`src/rtl/prog_load_pkg.sv`:
```
`default_nettype none
// +----------------------------------------------------------------------+
// | prog_load_pkg                                                         |
// | Shared types and constants for the program-load controller.          |
// | Rev 1.0 - initial release                                             |
// +----------------------------------------------------------------------+
package prog_load_pkg;

   typedef enum logic [2:0] {
      ST_IDLE = 3'd0,
      ST_LEN  = 3'd1,
      ST_LO   = 3'd2,
      ST_HI   = 3'd3,
      ST_CHK  = 3'd4,
      ST_DONE = 3'd5,
      ST_RUN  = 3'd6,
      ST_ERR  = 3'd7
   } state_e;

   localparam logic [7:0]  SYNC_BYTE_DEFAULT  = 8'hA5;
   localparam int unsigned LEN_ZERO_MEANS_MAX = 256;

   // Bits needed to hold a gap count of 0..cycles.
   function automatic int unsigned timeout_width(input int unsigned cycles);
      int unsigned w;
      w = $clog2(cycles + 1);
      return (w == 0) ? 1 : w;
   endfunction

endpackage
`default_nettype wire

```
`src/rtl/prog_load_timeout.sv`:
```
`default_nettype none
// +----------------------------------------------------------------------+
// | prog_load_timeout                                                     |
// | Idle-gap watchdog: o_expired flags the LIMIT-th consecutive idle cycle.|
// | Rev 1.0 - initial release                                             |
// +----------------------------------------------------------------------+
module prog_load_timeout
   import prog_load_pkg::*;
#(
   parameter int unsigned LIMIT = 1000000
) (
   input  logic clk,
   input  logic rst_n,
   input  logic i_clear,
   input  logic i_enable,
   output logic o_expired
);

   localparam int unsigned   CW   = timeout_width(LIMIT);
   localparam logic [CW-1:0] LAST = CW'(LIMIT - 1);

   logic [CW-1:0] count_q, count_d;

   always_comb begin
      o_expired = i_enable && !i_clear && (count_q == LAST);
      count_d   = count_q;
      if (i_clear || !i_enable) begin
         count_d = '0;
      end else if (!o_expired) begin
         count_d = count_q + CW'(1);
      end
   end

   always_ff @(posedge clk) begin
      if (!rst_n) begin
         count_q <= '0;
      end else begin
         count_q <= count_d;
      end
   end

endmodule
`default_nettype wire

```
`src/rtl/prog_load_ctrl.sv`:
```
`default_nettype none
// +----------------------------------------------------------------------+
// | prog_load_ctrl                                                        |
// | Parses UART load frames into program-memory writes; holds the CPU in  |
// | reset until a full program is loaded. Optional checksum byte when     |
// | PROG_LOAD_CHECKSUM_EN is defined.                                     |
// | Rev 1.0 - initial release                                             |
// +----------------------------------------------------------------------+
module prog_load_ctrl
   import prog_load_pkg::*;
#(
   parameter int unsigned ADDR_WIDTH     = 8,
   parameter int unsigned CMD_WIDTH      = 12,
   parameter logic [7:0]  SYNC_BYTE      = SYNC_BYTE_DEFAULT,
   parameter int unsigned TIMEOUT_CYCLES = 1000000
) (
   input  logic                  clk,
   input  logic                  rst_n,
   input  logic                  rx_valid,
   input  logic [7:0]            rx_byte,
   output logic                  prog_write,
   output logic [ADDR_WIDTH-1:0] prog_address,
   output logic [CMD_WIDTH-1:0]  prog_cmd,
   output logic                  cpu_reset,
   output logic                  load_done,
   output logic                  load_error
);

   state_e                state_q, state_d;
   logic [8:0]            rem_q, rem_d;
   logic [ADDR_WIDTH-1:0] addr_q, addr_d;
   logic [7:0]            lo_q, lo_d;
   logic                  prog_write_q, prog_write_d;
   logic [ADDR_WIDTH-1:0] prog_address_q, prog_address_d;
   logic [CMD_WIDTH-1:0]  prog_cmd_q, prog_cmd_d;
   logic                  cpu_reset_q, cpu_reset_d;
   logic                  load_done_q, load_done_d;
   logic                  load_error_q, load_error_d;
`ifdef PROG_LOAD_CHECKSUM_EN
   logic [7:0]            chk_q, chk_d;
`endif

   logic w_in_frame;
   logic w_expired;
   logic w_is_sync;

   assign w_in_frame = (state_q == ST_LEN) || (state_q == ST_LO) ||
                       (state_q == ST_HI)  || (state_q == ST_CHK);
   assign w_is_sync  = rx_valid && (rx_byte == SYNC_BYTE);

   prog_load_timeout #(
      .LIMIT (TIMEOUT_CYCLES)
   ) u_timeout (
      .clk       (clk),
      .rst_n     (rst_n),
      .i_clear   (rx_valid),
      .i_enable  (w_in_frame),
      .o_expired (w_expired)
   );

   always_comb begin
      state_d        = state_q;
      rem_d          = rem_q;
      addr_d         = addr_q;
      lo_d           = lo_q;
      prog_write_d   = 1'b0;
      prog_address_d = prog_address_q;
      prog_cmd_d     = prog_cmd_q;
`ifdef PROG_LOAD_CHECKSUM_EN
      chk_d          = chk_q;
`endif
      case (state_q)
         ST_IDLE, ST_RUN, ST_ERR: begin
            if (w_is_sync) state_d = ST_LEN;
         end
         ST_LEN: begin
            if (rx_valid) begin
               rem_d   = (rx_byte == 8'd0) ? 9'(LEN_ZERO_MEANS_MAX) : {1'b0, rx_byte};
               addr_d  = '0;
               state_d = ST_LO;
`ifdef PROG_LOAD_CHECKSUM_EN
               chk_d   = 8'd0;
`endif
            end
         end
         ST_LO: begin
            if (rx_valid) begin
               lo_d    = rx_byte;
               state_d = ST_HI;
`ifdef PROG_LOAD_CHECKSUM_EN
               chk_d   = chk_q ^ rx_byte;
`endif
            end
         end
         ST_HI: begin
            if (rx_valid) begin
               prog_write_d   = 1'b1;
               prog_address_d = addr_q;
               prog_cmd_d     = {rx_byte[CMD_WIDTH-9:0], lo_q};
               addr_d         = addr_q + ADDR_WIDTH'(1);
               rem_d          = rem_q - 9'd1;
`ifdef PROG_LOAD_CHECKSUM_EN
               chk_d          = chk_q ^ rx_byte;
               state_d        = (rem_q == 9'd1) ? ST_CHK : ST_LO;
`else
               state_d        = (rem_q == 9'd1) ? ST_DONE : ST_LO;
`endif
            end
         end
`ifdef PROG_LOAD_CHECKSUM_EN
         ST_CHK: begin
            if (rx_valid) state_d = (rx_byte == chk_q) ? ST_DONE : ST_ERR;
         end
`endif
         ST_DONE: state_d = ST_RUN;
         default: state_d = ST_IDLE;
      endcase

      // Only asserts on an idle cycle inside a frame, so it never races a byte.
      if (w_expired) state_d = ST_ERR;

      cpu_reset_d  = (state_d != ST_RUN);
      load_done_d  = (state_d == ST_DONE);
      load_error_d = load_error_q;
      if (state_d == ST_ERR) begin
         load_error_d = 1'b1;
      end else if (state_d == ST_DONE) begin
         load_error_d = 1'b0;
      end
   end

   always_ff @(posedge clk) begin
      if (!rst_n) begin
         state_q        <= ST_IDLE;
         rem_q          <= 9'd0;
         addr_q         <= '0;
         lo_q           <= 8'd0;
         prog_write_q   <= 1'b0;
         prog_address_q <= '0;
         prog_cmd_q     <= '0;
         cpu_reset_q    <= 1'b1;
         load_done_q    <= 1'b0;
         load_error_q   <= 1'b0;
`ifdef PROG_LOAD_CHECKSUM_EN
         chk_q          <= 8'd0;
`endif
      end else begin
         state_q        <= state_d;
         rem_q          <= rem_d;
         addr_q         <= addr_d;
         lo_q           <= lo_d;
         prog_write_q   <= prog_write_d;
         prog_address_q <= prog_address_d;
         prog_cmd_q     <= prog_cmd_d;
         cpu_reset_q    <= cpu_reset_d;
         load_done_q    <= load_done_d;
         load_error_q   <= load_error_d;
`ifdef PROG_LOAD_CHECKSUM_EN
         chk_q          <= chk_d;
`endif
      end
   end

   assign prog_write   = prog_write_q;
   assign prog_address = prog_address_q;
   assign prog_cmd     = prog_cmd_q;
   assign cpu_reset    = cpu_reset_q;
   assign load_done    = load_done_q;
   assign load_error   = load_error_q;

endmodule
`default_nettype wire
```
`config.mk`:
```
export PLATFORM = sky130hd
export DESIGN_NAME = prog_load_ctrl
export DESIGN_NICKNAME = d
export VERILOG_FILES = /design/src/rtl/prog_load_pkg.sv /design/src/rtl/prog_load_timeout.sv /design/src/rtl/prog_load_ctrl.sv
export SDC_FILE = /design/constraint.sdc
export NUM_CORES = 1
export LEC_CHECK = 0
export BUFFER_PORTS_ARGS = -buffer_cell sky130_fd_sc_hd__clkbuf_2
export CAP_MARGIN = 5
export CORE_ASPECT_RATIO = 0.5
export CORE_MARGIN = 2
export CORE_UTILIZATION = 53
export DETAILED_ROUTE_END_ITERATION = 10
export GPL_TIMING_DRIVEN = 0
export PLACE_DENSITY_LB_ADDON = 0.15
export REMOVE_ABC_BUFFERS = 1
export SLEW_MARGIN = 20
export SYNTH_ARGS = -nofsm -noshare
export SYNTH_HDL_FRONTEND = slang
export SYNTH_HIERARCHICAL = 1
export SYNTH_SLANG_ARGS = --single-unit
```
`constraint.sdc`:
```
create_clock -name clk -period 2.2 [get_ports clk]
set_input_delay 0 -clock clk [delete_from_list [all_inputs] [get_ports clk]]
set_output_delay 0 -clock clk [all_outputs]
set_load 0.03 [all_outputs]
```
==> results of run 1 <==
## power breakdown
group          leakage (nW)  switching [mW]  internal (mW)
Sequential            0.584        0.000227           1.30
Combinational         0.685          0.0324         0.0272
Clock                 0.159           0.533           1.06
Total                  1.43           0.566           2.38
## area by class of cell
cell class / instances / share of cell area, %
Tap cell: 88 / 2.670
Clock buffer: 12 / 6.220
Inverter: 9 / 0.8192
Multi-Input combinational cell: 296 / 46.66
Clock inverter: 4 / 1.851
Sequential cell: 72 / 35.29
Timing Repair Buffer: 45 / 6.493
## sequential cells by signal, indices dropped and copies added, names as in the netlist
| signal | count |
|---|---|
| u_timeout/count_q | 20 |
| cpu_reset | 1 |
| prog_address | 8 |
| prog_cmd | 12 |
| state_q | 3 |
| load_error | 1 |
| rem_q | 9 |
| load_done | 1 |
| addr_q | 8 |
| lo_q | 8 |
| prog_write | 1 |
## cell usage in the layout (no fill, tap or decap), types with 3 or more instances in the layout
cell type	instances
dfxtp_1	65
nand2_1	63
clkbuf_2	34
nor2_1	25
a21boi_0	17
o21ai_0	16
a21oi_1	15
nand3_1	12
inv_1	9
xnor2_1	9
mux2i_1	9
a21boi_1	9
xor2_1	9
nor3_1	9
nand4_1	9
clkbuf_16	9
nor2b_1	8
or3_1	6
dlygate4sd3_1	6
and3_1	5
buf_4	5
dfxtp_2	5
nand3b_1	4
and2_1	4
o21a_1	4
nor4_1	4
or4_4	3
nor4_4	3
o211ai_1	3
nand2b_1	3
o221ai_1	3
ha_1	3
or4_1	3
a2111o_1	3
and4_1	3
## logic make-up (layout without fill, tap and decap cells)
family / Yosys count / in the layout / synth area share [%]
buf+inv: 28 / 70 / 3.434
xor+xnor: 18 / 18 / 4.604
simple gates: 182 / 184 / 29.81
flops: 72 / 72 / 42.09
fa+ha+maj: 4 / 4 / 1.462
compound gates: 81 / 81 / 15.97
mux: 9 / 9 / 2.631
## critical path, cell delays in order (launching register included)
cell and delay, ns:
dfxtp_2 0.35, or4b_4 0.54, or4_4 0.58, nor4_4 0.27
inv_1 0.12, nand3_2 0.08, nor3_2 0.06
## how the worst max path moves through the flow
| stage | endpoint | slack, ns | depth (start not counted) |
|---|---|---|---|
| floorplan | load_done | -0.09 | 8 |
| global placement | cpu_reset | -0.65 | 5 |
| detailed placement | cpu_reset | -0.71 | 5 |
| CTS | load_done | 0.05 | 8 |
| global route | load_error | 0.007 | 6 |
| finish | load_done | 0.08 | 6 |
## per-layer routing
metal	vias to the layer above	track usage, %
met5	-	0
met4	0	5.852
met3	7	9.023
met2	49	42.69
met1	1429	26.49
li1	1483	-
## per-stage QoR
stage	total power, mW	cells	util (%)
global placement	1.382	497	58.82
finish	2.951	526	66.99
CTS	2.980	521	66.08
floorplan	1.351	375	-
detailed placement	1.383	497	58.86
global route	3.038	526	66.99
## what timing repair did
action / 4_1_cts / 5_1_grt
gates resized for setup: 9 / 8
setup endpoints to repair: 38 / 10
hold endpoints to repair: 6 / 0
cloned: 1 / 1
pin swaps: 2 / 4
hold buffers: 6 / 0
setup buffers: 1 / 4
==> metrics.md, run 1 <==
| Metric | Value |
|---|---|
| LEAKAGE | `roughly 1.4 nW` |
| Clock sinks | `a little over 70` |
| Ports | `35` |
| RSZ-0062 raised after global routing | `false` |
| Critical path class | `reg2reg` |
| Asr flop ratio synth | `0%` |
| Row count | `20` |
| Clock Tree Buf Depth | `2` |
| H-tree levels | `3` |
| Fillcell total | `535` |
| CP required | `between 2 and 2.5 ns` |
| Register area | `roughly 1500 sq um` |
| Power Density | `about 720 nW/um^2` |
| Count leader, synth | `dfxtp_1` |
| Design Area, Final | `4124 sq um` |
| FF-to-FF End | `load_done` |
| Status | `finished clean` |
| Post-synth EDFFs | `0` |
| Worst hold path class | `in2reg` |
| Met2 Wirelength | `3.744 mm` |
| Final period util | `96.29%` |
| DRC viols | `0` |
| Crit path from | `u_timeout/count_q[8]` |
| DIE AREA | `between 7000 and 8000 sq um` |
| Final min period | `roughly 2.1 ns` |
| Total negative setup slack | `0 ns` |
| Synth top area cells | `dfxtp_1 (42%), nand2_1 (6.9%), a21boi_0 (3.7%)` |
| Warnings from Yosys | `6` |
| Port Buf Inserts | `34` |
| Pin count of the biggest net entering global routing | `50` |
| Final worst setup slack | `0.08169 ns` |
| Layout overhead on the synthesized area | `20.42%` |
| Synth Register Bits | `72` |
| Hold path depth | `3` |
| Tightest Pin Transition | `between 0.8 and 0.9 ns` |
| CTS tree | `done` |
| Maximum vdd ir drop | `0.4553 mV` |
| Vias in the first global route | `approximately 2,800` |
| Total CTS buffers | `9` |
| Synthesized area | `3425 sq um` |
| Hold wc startpoint | `rx_byte[7]` |
| Worst-path fanout max | `8` |
| Antenna-violating nets left | `0` |
| Worst r2r src | `u_timeout/count_q[8]` |
| GRT overflow | `0` |
| Final wirelength | `7.709 mm` |
| Hold endpoint | `lo_q[7]` |
| Inserted Diodes | `0` |
| Post-synth top area cell | `dfxtp_1` |
| Share of layout cells above drive strength 1 | `a little under 20%` |
| Mapped Cells | `between 300 and 400` |
| Layout Skew | `0.005663 ns` |
| Max Cap Violations | `0` |
| Pre-antenna DRT Iters | `4` |
| R2r worst-path depth | `6` |
| Initial Utilization | `between 50% and 60%` |
| DRT iter0 DRCs | `around 190` |
| Most used DFF post-synth | `dfxtp_1` |
| Rel. slew slack | `approximately 45%` |
| GP Congestion | `about 0.84` |
| Die width | `117.7 um` |
| Clk pin slew, worst setup/hold paths | `roughly 0.06 ns` |
| Worst EP arrival | `2.33 ns` |
| DP Area | `3623 sq um` |
| Via-to-Cell Ratio | `~5.6` |
| Top cell type's share of synthesized area | `42.09%` |
| DR vias | `2,968` |
| DR WL/cell | `14.66 um` |
| Final setup fails | `0` |
| Highest layer used for signal routing | `met4` |
| GRT Util Overall | `23.27%` |
| Metal-1 WL | `roughly 3.6 mm` |
| Met3 wire len | `327 um` |
| Dpl ws | `-0.7099 ns` |
| Flop-to-flop setup slack | `around 0.082 ns` |
| Area of the multi-input gates | `1924 sq um` |
| CORE AREA | `6156 sq um` |
| Post-synthesis sequential area ratio | `42.09%` |
| Clk root buf | `clkbuf_16` |
| Hold WS | `roughly 0.018 ns` |
| Top cells by count, synth | `dfxtp_1 (72), nand2_1 (63), nor2_1 (27), a21boi_0 (17), o21ai_0 (16)` |
| Chip height | `60.84 um` |
| Worst setup EP type | `register` |
| HPWL Detailed | `4.824 mm` |
| Final Hold Fails | `0` |
| Worst-Skew Late Latency | `0.34 ns` |
| Library cells used by synthesis | `55` |
| Max Clock Freq | `472.1 MHz` |
| Startpoint Class | `register` |
| First-pass GRT wire length | `12.94 mm` |
| Final slew viol count | `0` |
| Mean Syn Cell Area | `8.692 sq um` |
| Initial antenna violation count | `0` |
| Nets | `448` |
Note: power is estimated with default switching activity, not from simulation.
==> inputs of run 2 (changes only) <==
--- a/config.mk
+++ b/config.mk
@@ -5,6 +5,7 @@
 export SDC_FILE = /design/constraint.sdc
 export NUM_CORES = 1
 export LEC_CHECK = 0
+export ABC_AREA = 1
 export BUFFER_PORTS_ARGS = -buffer_cell sky130_fd_sc_hd__clkbuf_2
 export CAP_MARGIN = 5
 export CORE_ASPECT_RATIO = 0.5
==> constraint.sdc (replaced) <==
create_clock -name clk -period 2.2 [get_ports clk]
set_input_delay 0.22 -clock clk [delete_from_list [all_inputs] [get_ports clk]]
set_output_delay 0.22 -clock clk [all_outputs]
set_load 0.03 [all_outputs]
==> metrics.md, run 2 <==
| Metric | Value |
|---|---|
| Post-synth EDFFs | `0 (unchanged)` |
| CP max-delay cell | `dfxtp_4` |
| DRT iter0 DRCs | `113 (-39%)` |
| HPWL Detailed | `5.061 mm (+4.9%)` |
| Synth top area cells | `dfxtp_1 (41%), nor2_1 (10%), nand2_1 (8.9%)` |
| Clk root buf | `clkbuf_16` |
| Top cell type's share of synthesized area | `40.97% (-1.1 points)` |
| Startpoint Class | `register` |
| Vias in the first global route | `2,828 (+0.14%)` |
| Layout Skew | `0.004778 ns (-0.0008846 ns)` |
| Part of the power in registers | `45.9% (+1.8 points)` |
| Max reg flops | `20 (unchanged)` |
| Final cell count without fillers | `623 (+18%)` |
| Cts-stage hold buffer count | `0 (-6)` |
| Synthesized area | `3518 sq um (+2.7%)` |
| Layout overhead on the synthesized area | `14.47%` |
| Worst setup EP type | `register` |
| Top cells by count, synth | `nor2_1 (96), nand2_1 (83), dfxtp_1 (72), inv_1 (52), o21ai_0 (41)` |
| DR WL/cell | `11.38 um (-22%)` |
| Top reg by flops | `u_timeout/count_q` |
| R2r worst-path depth | `16 (+10)` |
| Flop-to-flop setup slack | `0.22 ns (+0.14 ns)` |
| Port Buf Inserts | `34 (unchanged)` |
| Post-synthesis sequential area ratio | `40.97% (-1.1 points)` |
| Worst-path fanout max | `9 (+1)` |
| Library cells used by synthesis | `38 (-31%)` |
| CORE AREA | `6231 sq um (+1.2%)` |
| Via-to-Cell Ratio | `5.042 (-11%)` |
| Most common cell after layout, fill and taps aside | `nor2_1` |
| Ports | `35 (unchanged)` |
| Design Area, Final | `4028 sq um (-2.3%)` |
| Synth Register Bits | `72 (unchanged)` |
| DP Area | `3719 sq um (+2.6%)` |
| Clock power frac | `49.2% (-4.6 points)` |
| GP Congestion | `0.9276 (+11%)` |
| Crit path from | `state_q[1]` |
| Compound-Gate Fraction of Synth Area | `13.76% (-2.2 points)` |
| Final period util | `89.88% (-6.4 points)` |
| Final min period | `1.977 ns (-0.1408 ns)` |
| DR vias | `3,141 (+5.8%)` |
| Synth Area in Simple Gates | `33.50% (+3.7 points)` |
| Worst r2r src | `state_q[1]` |
| Max Cap Violations | `0 (unchanged)` |
| LEAKAGE | `1.687 nW (+18%)` |
| CP required | `2.41 ns (about the same)` |
| Final slew viol count | `0 (unchanged)` |
| Dpl ws | `-0.06547 ns (+0.6444 ns)` |
| CTS tree | `done` |
| Tightest Pin Transition | `0.7085 ns (-0.1157 ns)` |
| Combinational power share | `4.9% (+2.9 points)` |
| Mean Syn Cell Area | `7.051 sq um (-19%)` |
| Cells after DPL | `607 (+22%)` |
| FF-to-FF End | `cpu_reset` |
| Pin count of the biggest net entering global routing | `37 (-26%)` |
| Cells along the critical path | `inv_2, o21ai_1, a21o_1, inv_1, nor2_4, nand3_1, nor2_1, nand3_1, inv_1, inv_1, nand2_1, nor2_1, inv_1, nand2_1, inv_1, nand3b_1` |
| First-pass GRT wire length | `12.36 mm (-4.4%)` |
| Post-synth top area cell | `dfxtp_1` |
| Final core occ | `64.64% (-2.4 points)` |
| CP peak stage delay | `0.40 ns (-0.18 ns)` |
| Asr flop ratio synth | `0% (unchanged)` |
| Area share of fa/ha/maj cells after synthesis | `1.422% (-0.039 points)` |
| Total CTS buffers | `9 (unchanged)` |
| Final setup fails | `0 (unchanged)` |
| Clock sinks | `72 (unchanged)` |
| Mapped Cells | `499 (+27%)` |
| Count leader, synth | `nor2_1` |
| Internal power | `2.267 mW (-4.9%)` |
| Worst-Skew Late Latency | `0.33 ns (about the same)` |
| RSZ-0062 raised after global routing | `false` |
| Warnings from Yosys | `6 (unchanged)` |
| Commonest cells after routing, fill and taps aside | `nor2_1 (96), nand2_1 (83), dfxtp_1 (70)` |
| Combinational family with the most area after synthesis | `simple AND/OR/NAND/NOR gates` |
| Post-synthesis mux area share | `0% (-2.6 points)` |
| Status | `finished clean` |
| Die width | `119.2 um (+1.3%)` |
| Critical path class | `reg2reg` |
| Maximum vdd ir drop | `0.3461 mV (-24%)` |
| Power Density | `719.4 nW/um^2 (+0.54%)` |
| Most used DFF post-synth | `dfxtp_1` |
| Max Clock Freq | `505.7 MHz (+7.1%)` |
| Power, Total | `2.897 mW (-1.8%)` |
| Row count | `20 (unchanged)` |
| H-tree levels | `3 (unchanged)` |
| Rel. slew slack | `52.59% (+7.5 points)` |
| GRT Util Overall | `21.59% (-1.7 points)` |
| Antenna-violating nets left | `0 (unchanged)` |
| Clock Tree Buf Depth | `2 (unchanged)` |
| Chip height | `61.62 um (+1.3%)` |
| Initial Utilization | `56.47% (+0.84 points)` |
| Sw power | `0.6306 mW (+11%)` |
| Critical path endpoint | `cpu_reset` |
| Net Sw Frac | `21.77% (+2.6 points)` |
| Nets | `545 (+22%)` |
| DRC viols | `0 (unchanged)` |
| Final wirelength | `7.088 mm (-8.1%)` |
| Crit-path most repeated cell | `inv_1` |
| Final worst setup slack | `0.2225 ns (+0.1408 ns)` |
| GRT overflow | `0 (unchanged)` |
| Post-Synth XOR/XNOR Area | `1.991% (-2.6 points)` |
| Worst hold path class | `in2reg` |
| Inserted Diodes | `0 (unchanged)` |
| Clk pin slew, worst setup/hold paths | `0.06 ns (about the same)` |
| Final Hold Fails | `0 (unchanged)` |
| Pre-antenna DRT Iters | `4 (unchanged)` |
| DIE AREA | `7346 sq um (+2.6%)` |
| Initial antenna violation count | `0 (unchanged)` |
| Share of layout cells above drive strength 1 | `15.33% (-4.5 points)` |
| Worst EP arrival | `2.19 ns (-0.14 ns)` |
## run 2: how the worst min path moves through the flow
stage                     startpoint         end  slack [ns]  cells past startpoint
after floorplan                rst_n  state_q[0]        0.32                      2
after global placement       lo_q[0]     lo_q[0]        0.46                      2
after detailed placement     lo_q[0]     lo_q[0]        0.46                      2
after CTS                 rx_byte[7]     lo_q[7]        0.16                      3
after global routing      rx_byte[7]     lo_q[7]        0.19                      3
final                     rx_byte[7]     lo_q[7]        0.19                      3
## run 2: routing by layer
layer	share of wire, %	up-vias	global-route usage (%)
li1	-	1678	-
met2	46	43	37.68
met5	0	-	0
met1	49	1413	25.84
met4	1.0	0	8.673
met3	3.8	7	6.667
## run 2: repair_timing
action,in CTS,in global routing
endpoints found under the setup margin,2,5
resized for setup,1,4
buffers inserted,0,0
## run 2: cells by family after synthesis
family / count (synthesis)
adders and majority gates: 4
buffers and inverters: 71
DFF: 72
xor gates and xnor gates: 8
AOI/OAI and AO/OA: 89
and+or+nand+nor: 255
## run 2: cell type report
cell class	instances	area, sq um
clock buffers	11	242.7
clock inverters	5	56.30
fillers	554	2203
inverters	57	214.0
multi-input cells	356	1788
flip-flops and latches	72	1446
well taps	88	110.1
repair buffers	34	170.2
## run 2: worst max-delay path, delay by kind of cell (launching register included)
family / cells / cell delay (ns)
buffers and inverters: 6 / 0.49
and+or+nand+nor: 8 / 0.71
AOI/OAI and AO/OA: 2 / 0.27
DFF: 1 / 0.40
## run 2: per-stage QoR
stage	hold slack (ns)	setup TNS, ns
after floorplan	0.3176	0
after global placement	0.4552	-0.07949
after detailed placement	0.4560	-0.08240
after CTS	0.1598	0
after global routing	0.1931	0
final	0.1859	0
## run 2: power groups by stage
stage	clock [mW]	sequential, mW	combinational [mW]
2_1_floorplan	0	1.36	0.0888
3_3_place_gp	0	1.36	0.138
3_5_place_dp	0	1.36	0.140
4_1_cts	1.47	1.33	0.141
5_1_grt	1.52	1.33	0.163
6_report	1.42	1.33	0.142
